### config.mk
export PLATFORM = sky130hd
export DESIGN_NAME = mmc3x3_sequencer
export DESIGN_NICKNAME = d
export VERILOG_FILES = /design/src/rtl/mmc3x3_pkg.sv /design/src/rtl/mmc3x3_round_sat.sv /design/src/rtl/mmc3x3_sequencer.sv
export SDC_FILE = /design/constraint.sdc
export NUM_CORES = 1
export LEC_CHECK = 0
export CAP_MARGIN = 10
export CELL_PAD_IN_SITES_DETAIL_PLACEMENT = 0
export CELL_PAD_IN_SITES_GLOBAL_PLACEMENT = 2
export CORE_MARGIN = 2
export CORE_UTILIZATION = 42
export CTS_CLUSTER_SIZE = 24
export DETAILED_ROUTE_END_ITERATION = 12
export GPL_TIMING_DRIVEN = 1
export PLACE_DENSITY = 0.81
export SYNTH_ARGS = -nofsm -noshare
export SYNTH_HDL_FRONTEND = slang
export SYNTH_SLANG_ARGS = --single-unit
### constraint.sdc
create_clock -name clk_i -period 17.65 [get_ports clk_i]
set_clock_uncertainty 0.05 [all_clocks]
set_input_delay 1.765 -clock clk_i [delete_from_list [all_inputs] [get_ports clk_i]]
set_output_delay 1.765 -clock clk_i [all_outputs]
set_load 0.01 [all_outputs]
### src/rtl/mmc3x3_pkg.sv
// Shared definitions for the 3x3 matrix-vector sequencer.
//   - default data/coefficient widths and coefficient fraction bits
//   - register offsets relative to the block base address
//   - FSM state encodings
//   - identity-bank pattern used at reset
package mmc3x3_pkg;

    localparam int DW_DEF   = 14;
    localparam int CW_DEF   = 16;
    localparam int FRAC_DEF = 14;

    localparam int NCOEF = 9;

    // Coefficient k lives at OFS_COEF0 + COEF_STRIDE*k, k = row*3 + col.
    localparam logic [19:0] OFS_COEF0   = 20'h00000;
    localparam int          COEF_STRIDE = 4;
    localparam logic [19:0] OFS_CTRL    = 20'h00024;

    localparam logic [1:0] ST_IDLE = 2'd0;
    localparam logic [1:0] ST_CALC = 2'd1;
    localparam logic [1:0] ST_OUT  = 2'd2;

    // Bit k set means coefficient k is 1.0 in the identity bank.
    localparam logic [NCOEF-1:0] IDENT_MASK = 9'b100_010_001;

endpackage

### src/rtl/mmc3x3_round_sat.sv
// Combinational round-half-up and saturate from the accumulator width
// down to the signed output sample width.
//   acc_i : signed accumulator value (AW bits, FRAC fractional bits)
//   y_o   : rounded, clamped signed result (DW bits)
module mmc3x3_round_sat #(
    parameter int AW   = 32,
    parameter int DW   = 14,
    parameter int FRAC = 14
) (
    input  logic signed [AW-1:0] acc_i,
    output logic signed [DW-1:0] y_o
);

    // One extra bit so adding the half-LSB can never wrap.
    localparam logic signed [AW:0] HALF = {{(AW+1-FRAC){1'b0}}, 1'b1, {(FRAC-1){1'b0}}};
    localparam logic signed [AW:0] MAXV = {{(AW+2-DW){1'b0}}, {(DW-1){1'b1}}};
    localparam logic signed [AW:0] MINV = ~MAXV;

    logic signed [AW:0] rnd;
    logic signed [AW:0] shr;

    assign rnd = {acc_i[AW-1], acc_i} + HALF;
    assign shr = rnd >>> FRAC;

    always_comb begin
        if (shr > MAXV) begin
            y_o = MAXV[DW-1:0];
        end else if (shr < MINV) begin
            y_o = MINV[DW-1:0];
        end else begin
            y_o = shr[DW-1:0];
        end
    end

endmodule

### src/rtl/mmc3x3_sequencer.sv
// Time-multiplexed 3x3 matrix-vector multiply controller.
// One multiply-accumulator walks the 9 coefficient/sample products of each
// accepted vector; results leave through a valid/ready handshake.
// Ports:
//   clk_i, rst_i                      clock, synchronous active-high reset
//   sys_addr_i/sys_wdata_i/sys_wen_i  register bus (write only)
//   in_valid_i/in_ready_o/in_x*_i     input vector stream
//   out_valid_o/out_ready_i/out_y*_o  result vector stream
//   busy_o                            FSM not IDLE
//   commit_pending_o                  commit requested, not yet copied
// Handshakes: a transfer happens on a rising edge where valid and ready are
// both high; valid, once raised, holds its data stable until that edge.
module mmc3x3_sequencer
    import mmc3x3_pkg::*;
#(
    parameter int          DW   = DW_DEF,
    parameter int          CW   = CW_DEF,
    parameter int          FRAC = FRAC_DEF,
    parameter logic [19:0] BASE = 20'h00000
) (
    input  logic                 clk_i,
    input  logic                 rst_i,
    input  logic [19:0]          sys_addr_i,
    input  logic [31:0]          sys_wdata_i,
    input  logic                 sys_wen_i,
    input  logic                 in_valid_i,
    output logic                 in_ready_o,
    input  logic signed [DW-1:0] in_x0_i,
    input  logic signed [DW-1:0] in_x1_i,
    input  logic signed [DW-1:0] in_x2_i,
    output logic                 out_valid_o,
    input  logic                 out_ready_i,
    output logic signed [DW-1:0] out_y0_o,
    output logic signed [DW-1:0] out_y1_o,
    output logic signed [DW-1:0] out_y2_o,
    output logic                 busy_o,
    output logic                 commit_pending_o
);

    localparam int PW = DW + CW;
    localparam int AW = DW + CW + 2;

    logic [1:0]           state_q, state_d;
    logic [3:0]           k_q;
    logic [1:0]           col_q, row_q;
    logic signed [CW-1:0] shadow_q [NCOEF];
    logic signed [CW-1:0] active_q [NCOEF];
    logic                 commit_pending_q;
    logic signed [DW-1:0] x_q [3];
    logic signed [DW-1:0] y_q [3];
    logic signed [AW-1:0] acc_q;

    logic [19:0]          ofs;
    logic                 coef_wen, ctrl_set, accept, do_copy;
    logic [3:0]           coef_idx;
    logic signed [PW-1:0] coef_ext, x_ext, prod;
    logic signed [AW-1:0] acc_sum;
    logic signed [DW-1:0] y_rs;
    logic                 unused_wdata;

    // Register decode: word-aligned offsets below CTRL are coefficients.
    assign ofs      = sys_addr_i - BASE;
    assign coef_wen = sys_wen_i && (ofs < OFS_CTRL) && (ofs[1:0] == 2'b00);
    assign coef_idx = ofs[5:2];
    assign ctrl_set = sys_wen_i && (ofs == OFS_CTRL) && sys_wdata_i[0];
    assign unused_wdata = ^sys_wdata_i[31:CW];

    // Inputs are refused while a commit is pending, so the bank copy in
    // IDLE never coincides with accepting a vector.
    assign in_ready_o = (state_q == ST_IDLE) && !commit_pending_q;
    assign accept     = in_ready_o && in_valid_i;
    assign do_copy    = (state_q == ST_IDLE) && commit_pending_q;

    // Single shared MAC; the accumulator restarts at the first column of each row.
    assign coef_ext = {{DW{active_q[k_q][CW-1]}}, active_q[k_q]};
    assign x_ext    = {{CW{x_q[col_q][DW-1]}}, x_q[col_q]};
    assign prod     = coef_ext * x_ext;
    assign acc_sum  = ((col_q == 2'd0) ? '0 : acc_q) + {{2{prod[PW-1]}}, prod};

    mmc3x3_round_sat #(.AW(AW), .DW(DW), .FRAC(FRAC)) u_round_sat (
        .acc_i (acc_sum),
        .y_o   (y_rs)
    );

    always_comb begin
        state_d = state_q;
        case (state_q)
            ST_IDLE: if (accept)         state_d = ST_CALC;
            ST_CALC: if (k_q == 4'd8)    state_d = ST_OUT;
            ST_OUT:  if (out_ready_i)    state_d = ST_IDLE;
            default:                     state_d = ST_IDLE;
        endcase
    end

    always_ff @(posedge clk_i) begin
        if (rst_i) begin
            state_q <= ST_IDLE;
            k_q     <= '0;
            col_q   <= '0;
            row_q   <= '0;
            acc_q   <= '0;
            for (int i = 0; i < 3; i++) begin
                x_q[i] <= '0;
                y_q[i] <= '0;
            end
        end else begin
            state_q <= state_d;
            if (accept) begin
                x_q[0] <= in_x0_i;
                x_q[1] <= in_x1_i;
                x_q[2] <= in_x2_i;
                k_q    <= '0;
                col_q  <= '0;
                row_q  <= '0;
            end
            if (state_q == ST_CALC) begin
                acc_q <= acc_sum;
                k_q   <= k_q + 4'd1;
                if (col_q == 2'd2) begin
                    col_q      <= '0;
                    row_q      <= row_q + 2'd1;
                    y_q[row_q] <= y_rs;
                end else begin
                    col_q <= col_q + 2'd1;
                end
            end
        end
    end

    // Coefficient banks. A shadow write coinciding with the copy reaches
    // the shadow only, since the copy reads the pre-edge shadow value.
    always_ff @(posedge clk_i) begin
        if (rst_i) begin
            for (int i = 0; i < NCOEF; i++) begin
                shadow_q[i] <= IDENT_MASK[i] ? CW'(1 << FRAC) : '0;
                active_q[i] <= IDENT_MASK[i] ? CW'(1 << FRAC) : '0;
            end
            commit_pending_q <= 1'b0;
        end else begin
            if (coef_wen) begin
                shadow_q[coef_idx] <= sys_wdata_i[CW-1:0];
            end
            if (do_copy) begin
                for (int i = 0; i < NCOEF; i++) begin
                    active_q[i] <= shadow_q[i];
                end
            end
            if (ctrl_set) begin
                commit_pending_q <= 1'b1;
            end else if (do_copy) begin
                commit_pending_q <= 1'b0;
            end
        end
    end

    assign out_valid_o      = (state_q == ST_OUT);
    assign busy_o           = (state_q != ST_IDLE);
    assign commit_pending_o = commit_pending_q;
    assign out_y0_o         = y_q[0];
    assign out_y1_o         = y_q[1];
    assign out_y2_o         = y_q[2];

endmodule
==> flow_metrics.py <==
metrics = {
    "critical_path": {
        "critPathSlowestCell": "o311ai_1",
        "crit_type": "reg2reg",
        "cp.required_ps": 17890,
        "crit_arrival_ps": 12400,
        "startpoint_type": "register",
        "cpLargestDelayFamily": "compound AO/OA/AOI/OAI gates",
        "end_kind": "register",
        "crit_buf_inv": 7,
        "slowest_delay_ps": 920,
        "crit_fanout": 32,
    },
    "placement": {
        "gp_congestion": 0.8586,
        "io_buffer_count": 128,
        "dp_hpwl_um": 48610,
    },
    "global_routing": {
        "antenna_found_initial": 1,
        "grt_overflow": 0,
        "grt_max_degree": 145,
        "grt_pass1_wl_um": 109000,
        "grt_pass1_vias": 19418,
        "grt_use_total_pct": 20.22,
    },
    "synth": {
        "syn_nets": 2962,
        "synth_edf_count": 372,
        "ys_ff_latch": 421,
        "netlist_instances": 2535,
        "synth_area_leaders": "edfxtp_1, fa_1, and2_1",
        "synth_area_leader_cell": "edfxtp_1",
        "synth_area_um2": 28140,
        "synth_cell_type_count": 89,
        "syn-mean-instance-area_um2": 11.10,
        "ys.warnings.count": 0,
        "synthArstFlopShare_pct": 0,
        "synth_ff_type": "edfxtp_1",
        "yosysSeqAreaShare_pct": 43.19,
        "yosys.area.top_type_share_pct": 39.70,
    },
    "finish": {
        "drive_gt1_share_pct": 7.292,
        "area_growth_syn_to_layout_pct": 13.03,
        "n_fill_cell": 6067,
        "n_antenna_cell": 0,
        "nNetsFinal": 3064,
    },
    "floorplanning": {
        "core-area_um2": 66100,
        "start_util_pct": 42.57,
        "dieArea_um2": 69080,
        "num_io_pins": 145,
        "dieWidth_um": 262.8,
        "row_count": 94,
        "die_h_um": 262.8,
    },
    "sta": {
        "setup_viol": 0,
        "fmax_mhz": 82.18,
        "timing_hold_violations_final": 0,
        "tightest_slew_ps": 1222,
        "drv_slew": 0,
        "rsz0062_at_grt": "no",
        "fin_crit_sh_pct": 68.94,
        "max_slew_margin_pct": 17.65,
        "layout_min_cycle_time_ps": 12170,
        "finalSetupTns_ps": 0,
    },
    "cts": {
        "cts_tree": "yes",
        "ctsResizeCount": 0,
        "clkSinkCount": 421,
        "worstSkewPairLatency_ps": 590,
        "cts_hold_buf": 0,
        "cts_setup_buffers": 0,
        "h-tree-depth": 2,
        "cts_buffer_depth": 3,
        "root_buffer": "clkbuf_16",
        "numCtsBuffers": 46,
        "path_clk_slew_ps": 60,
    },
    "drt": {
        "vias": 18380,
        "drt_iter0_markers": 1178,
        "drt_pass1_iterations": 7,
        "postRouteAntennaNets": 0,
        "wire_per_inst_um": 19.20,
        "drc": 0,
        "viasPerCell": 5.195,
        "wirelength_um": 67950,
    },
    "outcome": {
        "status": "finished, final reports clean",
    },
    "flow_run": {
        "maxCapViolations": 0,
    },
    "hold_path": {
        "hold_class": "reg2reg",
    },
}
tightest hold or removal path: stages (launching register included):
cell	delay (ps)
dfxtp_1	300
nand2_1	50
a21oi_1	50
cells in the mapped netlist (all sizes together), types with 25 or more instances:
master / number
nor3: 25
o21a: 34
a21oi: 84
mux2i: 32
ha: 108
nand2b: 28
inv: 303
nand2: 196
dfxtp: 49
edfxtp: 372
clkbuf: 81
nor2b: 57
xnor2: 44
fa: 220
nor2: 191
mux4: 32
o22ai: 40
and2: 330
o21ai: 68
registers in the layout, indices dropped and copies added, names as in the netlist, named ones only:
| signal | cells |
|---|---|
| commit_pending_o | 1 |
| col_q | 2 |
| x_q | 42 |
| state_q | 2 |
| active_q | 144 |
| row_q | 2 |
| y_q | 42 |
| shadow_q | 144 |
| k_q | 4 |
| acc_q | 32 |
area by class of cell:
type                    count  area (um^2)  share of cell area [%]
flip-flops and latches    421        12150                   38.21
clock inverters            27        256.5                  0.8065
well taps                 864         1081                   3.399
inverters                 304         1141                   3.588
clock buffers              58         1227                   3.859
multi-input cells        1704        14430                   45.37
repair buffers            160         1516                   4.768
final timing paths:
kind,startpoint,endpoint,slack (ps),depth (start not counted)
max,register,y_q[1][2],5480,35
min,acc_q[3],acc_q[3],400,2
max reg2reg,register,y_q[1][2],5480,35
min reg2reg,acc_q[3],acc_q[3],400,2
metal layers:
metal / GRT usage (%) / share of wire (%)
met1: 26.04 / 43
met2: 36.44 / 51
met3: 2.230 / 3.6
met4: 4.834 / 1.8
met5: 0 / 0
per-stage QoR:
stage | std cells | util [%] | hold WS [ps] | cell area (um^2) | setup slack (ps)
2_1_floorplan | 2535 | - | 377.3 | 28140 | 6746
3_3_place_gp | 3453 | 45.87 | 384.0 | 30320 | 5759
3_5_place_dp | 3453 | 45.87 | 389.6 | 30320 | 5642
4_1_cts | 3538 | 48.11 | 398.2 | 31800 | 5558
5_1_grt | 3538 | 48.11 | 420.5 | 31800 | 4748
6_report | 3538 | 48.11 | 395.2 | 31800 | 5482
cell families (layout without fill, tap and decap cells):
family	after synthesis	after routing	synth area share [%]
compound gates	333	333	7.809
xor+xnor	67	67	2.166
fa+ha+maj	328	328	20.46
buf+inv	410	549	5.759
flops	421	421	43.19
mux	64	64	3.700
simple gates	912	912	16.92
cells in the final DEF (no fill, tap or decap), types with 9 or more instances in the layout:
| master | instances |
|---|---|
| nor2b_1 | 56 |
| nor3_1 | 25 |
| nand2b_1 | 26 |
| clkinv_2 | 9 |
| clkdlybuf4s50_1 | 127 |
| edfxtp_1 | 372 |
| or2_2 | 19 |
| a21o_1 | 19 |
| nand2_1 | 196 |
| dfxtp_1 | 48 |
| nor2_1 | 181 |
| mux2i_1 | 32 |
| inv_1 | 303 |
| clkinv_1 | 12 |
| mux4_2 | 32 |
| fa_1 | 220 |
| nand3_1 | 17 |
| xnor2_1 | 44 |
| buf_4 | 32 |
| clkbuf_1 | 10 |
| o31ai_1 | 9 |
| o21ai_1 | 14 |
| xor2_1 | 21 |
| a211oi_1 | 9 |
| nand4_1 | 12 |
| and2_1 | 330 |
| o21ai_0 | 51 |
| ha_1 | 108 |
| a21oi_1 | 79 |
| clkbuf_16 | 47 |
| o22ai_1 | 40 |
| o21a_1 | 34 |
| o21bai_1 | 9 |
| nor2_2 | 9 |
Power is not shown: default switching activity piles up to over one toggle a cycle in this logic, so the estimate is an artifact.
